<file path="config.mk">
export PLATFORM = sky130hd
export DESIGN_NAME = seven_segment_scan_flat
export DESIGN_NICKNAME = d
export VERILOG_FILES = /design/src/rtl/seven_segment_scan_if.sv /design/src/rtl/seven_segment_scan.sv /design/src/flat_wrapper.sv
export SDC_FILE = /design/constraint.sdc
export NUM_CORES = 1
export LEC_CHECK = 0
export CORE_ASPECT_RATIO = 1.75
export CORE_MARGIN = 2
export CORE_UTILIZATION = 55
export DETAILED_ROUTE_END_ITERATION = 16
export GPL_ROUTABILITY_DRIVEN = 1
export PLACE_DENSITY = 0.76
export REMOVE_ABC_BUFFERS = 1
export SYNTH_ARGS = -nofsm -noshare
export SYNTH_HDL_FRONTEND = slang
export SYNTH_SLANG_ARGS = --single-unit
</file>
<file path="constraint.sdc">
create_clock -name clk -period 7.2 [get_ports clk]
set_clock_uncertainty 0.15 [all_clocks]
set_input_delay 0.72 -clock clk [delete_from_list [all_inputs] [get_ports clk]]
set_output_delay 0.72 -clock clk [all_outputs]
set_load 0.02 [all_outputs]
</file>
<file path="src/rtl/seven_segment_scan_if.sv">
// ============================================================================
// seven_segment_scan_if : value/handshake/display bundle of the seven-segment
//                         scanner (master = value source, slave = driver)
// Revision 1.0
// ============================================================================
`default_nettype none

interface seven_segment_scan_if #(
   parameter int WIDTH  = 8,
   parameter int DIGITS = 3
);
   logic [WIDTH-1:0]  number;
   logic              load;
   logic              busy;
   logic              overflow;
   logic [DIGITS-1:0] digit_sel;
   logic [6:0]        segments;

   modport master (
      output number, load,
      input  busy, overflow, digit_sel, segments
   );

   modport slave (
      input  number, load,
      output busy, overflow, digit_sel, segments
   );
endinterface

`default_nettype wire

</file>
<file path="src/rtl/seven_segment_scan.sv">
// ============================================================================
// seven_segment_scan : sequential double-dabble binary-to-BCD converter with
//                      leading-zero blanking, saturation and digit scanning
// Revision 1.0
// ============================================================================
`default_nettype none

module seven_segment_scan #(
   parameter int WIDTH    = 8,
   parameter int DIGITS   = 3,
   parameter int SCAN_DIV = 4
) (
   input  wire logic           clk,
   input  wire logic           reset,
   seven_segment_scan_if.slave bus
);
   localparam int NBCD = (WIDTH + 4) / 3;
   localparam int NNIB = (NBCD > DIGITS) ? NBCD : DIGITS;
   localparam int BCDW = 4 * NNIB;
   localparam int CNTW = $clog2(WIDTH + 1);
   localparam int DIVW = (SCAN_DIV > 1) ? $clog2(SCAN_DIV) : 1;
   localparam int IDXW = (DIGITS > 1) ? $clog2(DIGITS) : 1;

   localparam logic [1:0] S_IDLE   = 2'd0;
   localparam logic [1:0] S_SHIFT  = 2'd1;
   localparam logic [1:0] S_COMMIT = 2'd2;

   logic [1:0]          state_q, state_d;
   logic [WIDTH-1:0]    bin_q, bin_d;
   logic [BCDW-1:0]     bcd_q, bcd_d;
   logic [CNTW-1:0]     cnt_q, cnt_d;
   logic [4*DIGITS-1:0] disp_q, disp_d;
   logic                ovf_q, ovf_d;
   logic [DIVW-1:0]     div_q, div_d;
   logic [IDXW-1:0]     idx_q, idx_d;
   logic [DIGITS-1:0]   sel_q, sel_d;
   logic [6:0]          seg_q, seg_d;

   logic [BCDW-1:0]     w_bcd_adj;
   logic                w_too_big;
   logic [DIGITS-1:0]   w_blank;

   function automatic logic [6:0] f_seg(input logic [3:0] d);
      case (d)
         4'd0:    f_seg = 7'b1111110;
         4'd1:    f_seg = 7'b0110000;
         4'd2:    f_seg = 7'b1101101;
         4'd3:    f_seg = 7'b1111001;
         4'd4:    f_seg = 7'b0110011;
         4'd5:    f_seg = 7'b1011011;
         4'd6:    f_seg = 7'b1011111;
         4'd7:    f_seg = 7'b1110000;
         4'd8:    f_seg = 7'b1111111;
         4'd9:    f_seg = 7'b1110011;
         default: f_seg = 7'b0000000;
      endcase
   endfunction

   for (genvar n = 0; n < NNIB; n++) begin : g_adj
      assign w_bcd_adj[4*n +: 4] = (bcd_q[4*n +: 4] >= 4'd5) ? bcd_q[4*n +: 4] + 4'd3
                                                              : bcd_q[4*n +: 4];
   end

   // Any nonzero BCD nibble above the displayed ones means the value cannot be shown.
   if (NNIB > DIGITS) begin : g_hi
      assign w_too_big = |bcd_q[BCDW-1:4*DIGITS];
   end else begin : g_no_hi
      assign w_too_big = 1'b0;
   end

   for (genvar k = 0; k < DIGITS; k++) begin : g_blank
      if (k == 0) begin : g_ones
         assign w_blank[k] = 1'b0;
      end else begin : g_upper
         assign w_blank[k] = (disp_q[4*DIGITS-1:4*k] == '0);
      end
   end

   always_comb begin
      state_d = state_q;
      bin_d   = bin_q;
      bcd_d   = bcd_q;
      cnt_d   = cnt_q;
      disp_d  = disp_q;
      ovf_d   = ovf_q;
      case (state_q)
         S_IDLE: begin
            if (bus.load) begin
               bin_d   = bus.number;
               bcd_d   = '0;
               cnt_d   = '0;
               state_d = S_SHIFT;
            end
         end
         S_SHIFT: begin
            {bcd_d, bin_d} = {w_bcd_adj, bin_q} << 1;
            cnt_d          = cnt_q + 1'b1;
            if (cnt_q == CNTW'(WIDTH - 1)) begin
               state_d = S_COMMIT;
            end
         end
         S_COMMIT: begin
            if (w_too_big) begin
               disp_d = {DIGITS{4'd9}};
               ovf_d  = 1'b1;
            end else begin
               disp_d = bcd_q[4*DIGITS-1:0];
               ovf_d  = 1'b0;
            end
            state_d = S_IDLE;
         end
         default: state_d = S_IDLE;
      endcase
   end

   // Select and pattern are computed from the same next index so they move together.
   always_comb begin
      div_d = div_q + 1'b1;
      idx_d = idx_q;
      if (div_q == DIVW'(SCAN_DIV - 1)) begin
         div_d = '0;
         idx_d = (idx_q == IDXW'(DIGITS - 1)) ? '0 : idx_q + 1'b1;
      end
      sel_d = DIGITS'(1) << idx_d;
      seg_d = w_blank[idx_d] ? 7'b0000000 : f_seg(disp_q[4*idx_d +: 4]);
   end

   always_ff @(posedge clk or posedge reset) begin
      if (reset) begin
         state_q <= S_IDLE;
         bin_q   <= '0;
         bcd_q   <= '0;
         cnt_q   <= '0;
         disp_q  <= '0;
         ovf_q   <= 1'b0;
      end else begin
         state_q <= state_d;
         bin_q   <= bin_d;
         bcd_q   <= bcd_d;
         cnt_q   <= cnt_d;
         disp_q  <= disp_d;
         ovf_q   <= ovf_d;
      end
   end

   always_ff @(posedge clk or posedge reset) begin
      if (reset) begin
         div_q <= '0;
         idx_q <= '0;
         sel_q <= DIGITS'(1);
         seg_q <= 7'b1111110;
      end else begin
         div_q <= div_d;
         idx_q <= idx_d;
         sel_q <= sel_d;
         seg_q <= seg_d;
      end
   end

   assign bus.busy      = (state_q != S_IDLE);
   assign bus.overflow  = ovf_q;
   assign bus.digit_sel = sel_q;
   assign bus.segments  = seg_q;

endmodule

`default_nettype wire

</file>
<file path="src/flat_wrapper.sv">
// flat-port wrapper written by rule: the top's interface ports become plain ports
module seven_segment_scan_flat 
#(
   parameter int WIDTH    = 8,
   parameter int DIGITS   = 3,
   parameter int SCAN_DIV = 4
)
  (clk, reset, bus_number, bus_load, bus_busy, bus_overflow, bus_digit_sel, bus_segments);
  seven_segment_scan_if #(.WIDTH(WIDTH), .DIGITS(DIGITS)) bus_i ();
  input  wire logic clk;
  input  wire logic reset;
  input wire logic [$bits(bus_i.number)-1:0] bus_number;
  input wire logic [$bits(bus_i.load)-1:0] bus_load;
  output wire logic [$bits(bus_i.busy)-1:0] bus_busy;
  output wire logic [$bits(bus_i.overflow)-1:0] bus_overflow;
  output wire logic [$bits(bus_i.digit_sel)-1:0] bus_digit_sel;
  output wire logic [$bits(bus_i.segments)-1:0] bus_segments;
  assign bus_i.number = bus_number;
  assign bus_i.load = bus_load;
  assign bus_busy = bus_i.busy;
  assign bus_overflow = bus_i.overflow;
  assign bus_digit_sel = bus_i.digit_sel;
  assign bus_segments = bus_i.segments;
  seven_segment_scan #(.WIDTH(WIDTH), .DIGITS(DIGITS), .SCAN_DIV(SCAN_DIV)) u_core (.clk(clk), .reset(reset), .bus(bus_i));
endmodule
</file>
* Word level (Yosys, flattened, before mapping)
Memory sizes are Yosys's and may differ from the RTL's.
Index checks and enable logic that the tools add are counted.
** Word-level totals
- Flip-flop bits (word level) :: 57
- Memory bits (read-only) :: 112
- Memories kept :: 1
** Memories
- (no name shown) :: words 16, width 7, rd ports 1, clocked after Yosys merged registers in 0, wr ports 0, line seven_segment_scan.sv:44 : case (d)
** Cells by class
- Magnitude comparators :: 5
- Shift operators :: 2
- Reduce and logical (&&, ||, !) cells :: 8
- Equality and inequality tests :: 7
- Add/subtract/negate cells :: 7
- Multiplexer cells :: 21
** Operator list (number)
- 16-bit one-hot mux with 2 select lines :: 1
- 4-bit by 3-bit greater-or-equal comparator with 1-bit output (second input constant) :: 4
- 16-bit two-way mux :: 1
- 4-bit two-way mux :: 4
- 8-bit one-hot mux with 2 select lines :: 1
- 4-bit by 2-bit adder with 4-bit output (second input constant) :: 3
- 12-bit two-way mux :: 1
- 12-bit by 5-bit indexed part select with 4-bit output :: 1
- 2-bit two-way mux :: 5
- 8-bit zero test :: 1
- 8-bit two-way mux :: 1
- 4-bit one-hot mux with 2 select lines :: 1
- 7-bit two-way mux :: 1
- 2-bit == test (second input constant) :: 3
- 2-bit by 1-bit adder with 2-bit output (second input constant) :: 2
- 4-bit by 1-bit adder with 4-bit output (second input constant) :: 1
- 4-bit by 3-bit == test with 1-bit output (second input constant) :: 1
- 4-bit zero test :: 1
- 2-bit one-hot mux with 2 select lines :: 1
- 2-bit AND reduction :: 2
- 2-bit nonzero test :: 2
- 4-bit OR reduction :: 1
- 3-bit by 2-bit adder with 3-bit output (second input constant) :: 1
- 2-bit by 3-bit < comparator with 1-bit output (second input constant) :: 1
- 8 further kinds :: 9

* Logic depth before layout (Yosys ltp)
- Depth in word-level cells :: 6
- Gate-level depth with buffers :: 10

* Worst setup path after synthesis
Ideal clock, no wire load.
- Path kind :: flip-flop to flip-flop
- Start point :: register u_core.div_q[0]
- End point :: register u_core.seg_q[3] (netlist: u_core.bus.segments[3])
- Slack :: 4.784 ns
- Cell stages (with the launch flop) :: 10
- Buffers on the path :: 1
- Required time :: 6.973 ns
- Data arrival time :: 2.189 ns
- Cell sequence :: dfrtp_1 -> ha_1 -> buf_6 -> nand2_1 -> a2bb2o_1 -> a211oi_1 -> inv_1 -> ha_1 -> nand3b_2 -> a31oi_1
** Between the ends
- Word-level cells in the longest chain between the ends :: 5
** Ends and longest elaborated chain
- start: declaration :: line seven_segment_scan.sv:34 : logic [DIVW-1:0] div_q, div_d;
- start signal: assignment :: line seven_segment_scan.sv:153 : div_q <= div_d;
- 2-bit == test (*) :: line seven_segment_scan.sv:120 : if (div_q == DIVW'(SCAN_DIV - 1)) begin
- 2-bit two-way mux (*) :: line seven_segment_scan.sv:120
- 12-bit by 5-bit indexed part select with 4-bit output / 1-bit binary-select mux with 2-bit select (equally long branches) :: line seven_segment_scan.sv:125 : seg_d = w_blank[idx_d] ? 7'b0000000 : f_seg(disp_q[4*idx_d +: 4]);
- memory 16 x 7 bit / 1-bit two-way mux (equally long branches)
- 7-bit two-way mux (*) :: line seven_segment_scan.sv:125
- via u_core.seg_d[3] :: line seven_segment_scan.sv:37 : logic [6:0] seg_q, seg_d;
- end signal: assignment :: line seven_segment_scan.sv:156 : seg_q <= seg_d;
- end: declaration :: line seven_segment_scan.sv:37
Mark *: on every way through the listed nets, which the timed path passes. The rest lies on a longest branch. The select of a mux whose other input is x is not followed.
A chain may end at the register's enable or synchronous reset.

* Worst setup path after layout
- Start point :: register u_core.div_q[0]
- End point :: register u_core.seg_q[1] (netlist: u_core.bus.segments[1])
The elaborated chain is that of the path after synthesis.

==> key figures <==
Run status
  – Status: finished, final reports clean

Yosys
  – Yosys cell types: 46
  – Mapped cell area: between 2000 and 3000 sq um
  – Synth cell count leaders: 53 x nand2_1, 50 x dfrtp_1, 29 x o21ai_0, 27 x a21oi_1, 16 x ha_1
  – Dominant cells by area after synthesis: dfrtp_1 43%, ha_1 6.8%, nand2_1 6.8%
  – EDFF count, synth: 0
  – Fraction of registers with async set/reset: between 90% and 100%
  – Sequential share of the synthesized area: 48.9%
  – Synth top area share: 42.6%
  – Largest area contributor in the netlist: dfrtp_1
  – Mean post-synth cell area: ~9.5 sq um
  – Cell with the most instances after synthesis: nand2_1
  – Yosys reg bits: 57
  – Mapped Cells: about 300
  – YS warnings: 0
  – Ys flop type: dfrtp_1

Critical path
  – RR Startpoint: u_core.div_q[0]
  – Worst Path Arrival: around 3000 ps
  – Critical path class: flop to flop
  – R2R depth: 6
  – CP max stage delay: between 1000 and 1500 ps
  – R2R setup slack: approximately 4300 ps
  – CP Data Required Time: around 7300 ps
  – Worst path cell trace: ha_1, xnor2_1, nor2_1, a222oi_1, nand2b_1, o21ai_1
  – Setup crit end kind: flop
  – Crit start category: flop
  – CP Max Fanout: 10
  – Slowest-stage cell, CP: a222oi_1
  – Crit Reg-Reg Endpoint: u_core.bus.segments[1]

Hold path
  – Worst hold endpoint: u_core.div_q[0]
  – Hold path depth: 1
  – Hold WC Path Type: flop to flop
  – Hold path start: u_core.div_q[0]

Cells and area
  – Layout cells sized above 1: 9.88%
  – Layout overhead on the synthesized area: 15.2%
  – Diode count: 0
  – Nets@finish: between 300 and 400

Clock tree
  – Post-cts sizing count: 0
  – CTS Root Cell: clkbuf_8
  – CTS tree: built
  – # hold bufs at CTS: 0
  – H-Tree Depth: 3
  – Postcts setup bufs: 0
  – Num CTS Buffers: 9
  – Reg clk slew, reported paths: 70 ps
  – Sink Count: 57
  – Worst-Skew Late Latency: 340 ps
  – Clk buf depth: 2

STA
  – Pins Over Slew Limit: 0
  – Post-layout min period: around 2900 ps
  – Hold WS: around 280 ps
  – Final period util: approximately two fifths
  – Peak Freq: approximately 350 MHz
  – Fin. Hold Viols: 0
  – Slew Limit Headroom: roughly 18%
  – Final setup viols: 0
  – RSZ-0062 raised after global routing: no
  – Worst setup margin: 4350 ps
  – Setup TNS: 0 ps
  – Slew @ Worst Pin: ~1200 ps

Route
  – Via count: 2,277
  – Total wire length: about 5900 um
  – First DRT Iteration DRCs: 64
  – Vias/cell: 5.85
  – Post-route ant nets: 0
  – Per-cell routed wire length: ~15 um
  – Detailed Routing Iterations Pass 1: 4
  – DRC viols: 0

Die
  – Die span in x: between 50 and 60 um
  – Starting density of the core: 56.3%
  – Ports: 23
  – Die H: between 100 and 150 um
  – Rows: 35
  – Die area: around 6000 sq um
  – CORE AREA: 5210 sq um

Job
  – Max-cap check violation count: 0

Power
  – Net Sw Power: between 400 and 500 uW
  – Sequential share of power: slightly above 40%
  – Logic pwr share: 35.2%
  – Pleak: 0.00151 uW
  – Pwr Total: 1310 uW
  – Switch share: a little over a third
  – Internal Pwr Total: 832 uW
  – Power Dens Cells: between 300 and 400 nW/um^2
  – Clock network power share: 24.0%
  – Peak VDD IR: ~0.22 mV

Placed design
  – Post-DP HPWL: approximately 4200 um
  – Dpl ws: about 4500 ps
  – Placer congestion estimate: between 0.9 and 1
  – PortBufs: 22

GRT
  – Initial antenna violation count: 0
  – Total GRT Usage: between 20 and 25%
  – GR Overflow Total: 0
  – Vias in the first global route: approximately 2,300
  – First-pass GRT wire length: between 10,000 and 15,000 um
  – Largest net degree at the start of global routing: 58
==> layout by cell type (no fill, tap or decap), drive strengths merged, types with 7 or more instances in the layout <==
cell            n
nand2          53
nand2b         10
a21oi          27
o21ai          33
nand3           9
ha             16
dfstp           7
clkdlybuf4s50  22
dfrtp          50
nor2           11
nor3b          12
clkbuf         14
inv            15
==> area by class of cell <==
cell class / count / area [sq um]
clock inverter: 2 / 35.0
tap: 55 / 68.8
clock buffer: 14 / 173
sequential: 57 / 1440
inverter: 15 / 56.3
timing repair buffer: 24 / 235
multi-input combinational: 222 / 1380
fill: 439 / 1830
==> cells by family after synthesis <==
group                      after synthesis  synth area share (%)
buffers and inverters                   29                  4.14
AOI/OAI and AO/OA                       81                  17.0
DFF                                     57                  48.9
xor gates and xnor gates                 7                  2.09
and+or+nand+nor                        113                  19.1
muxes                                    5                  1.92
adders and majority gates               16                  6.82
==> flip-flops by register name (all words and copies together) (netlist names) <==
signal and count:
u_core.bus.digit_sel 3, u_core.state_q 2, u_core.cnt_q 4, u_core.bin_q 8
u_core.bus.overflow 1, u_core.bus.segments 7, u_core.bcd_q 16, u_core.disp_q 12
u_core.idx_q 2, u_core.div_q 2
==> stage by stage <==
stage	area (sq um)	cells	utilization, %
floorplan	2870	294	-
global placement	3170	373	60.9
detailed placement	3170	373	60.9
CTS	3380	389	64.9
global route	3380	389	64.9
finish	3380	389	64.9
==> critical path: cells and delay by family (launching register included) <==
family	cells	cell delay (ps)
simple gates	2	350
flops	1	380
compound gates	2	1220
xor+xnor	1	380
fa+ha+maj	1	310
==> power groups by stage <==
stage / registers (uW) / logic, uW / clock network [uW]
2_1_floorplan: 533 / 322 / 0
3_3_place_gp: 535 / 442 / 0
3_5_place_dp: 538 / 463 / 0
4_1_cts: 533 / 465 / 317
5_1_grt: 551 / 526 / 329
6_report: 534 / 460 / 314
==> worst max path at each step <==
| stage | startpoint | to | slack, ps | depth (start not counted) |
|---|---|---|---|---|
| 3_3_place_gp | u_core.div_q[0] | u_core.bus.segments[4] | 4530 | 6 |
| 5_1_grt | u_core.div_q[0] | u_core.bus.segments[4] | 4140 | 6 |
| 4_1_cts | u_core.state_q[0] | bus_busy | 4420 | 2 |
| 6_report | u_core.div_q[0] | u_core.bus.segments[1] | 4350 | 6 |
| 2_1_floorplan | u_core.div_q[0] | u_core.bus.segments[6] | 4770 | 8 |
| 3_5_place_dp | u_core.div_q[0] | u_core.bus.segments[6] | 4460 | 8 |
==> metal layers <==
layer  vias to the layer above  GRT usage [%]  part of all wire, %
met3                        19           4.88                  2.9
met1                      1095           23.5                   38
met5                         -              0                    0
met2                        59           39.2                   56
met4                         0           14.2                  3.1
li1                       1104              -                    -
No activity file was read; power rests on OpenSTA's default activity.
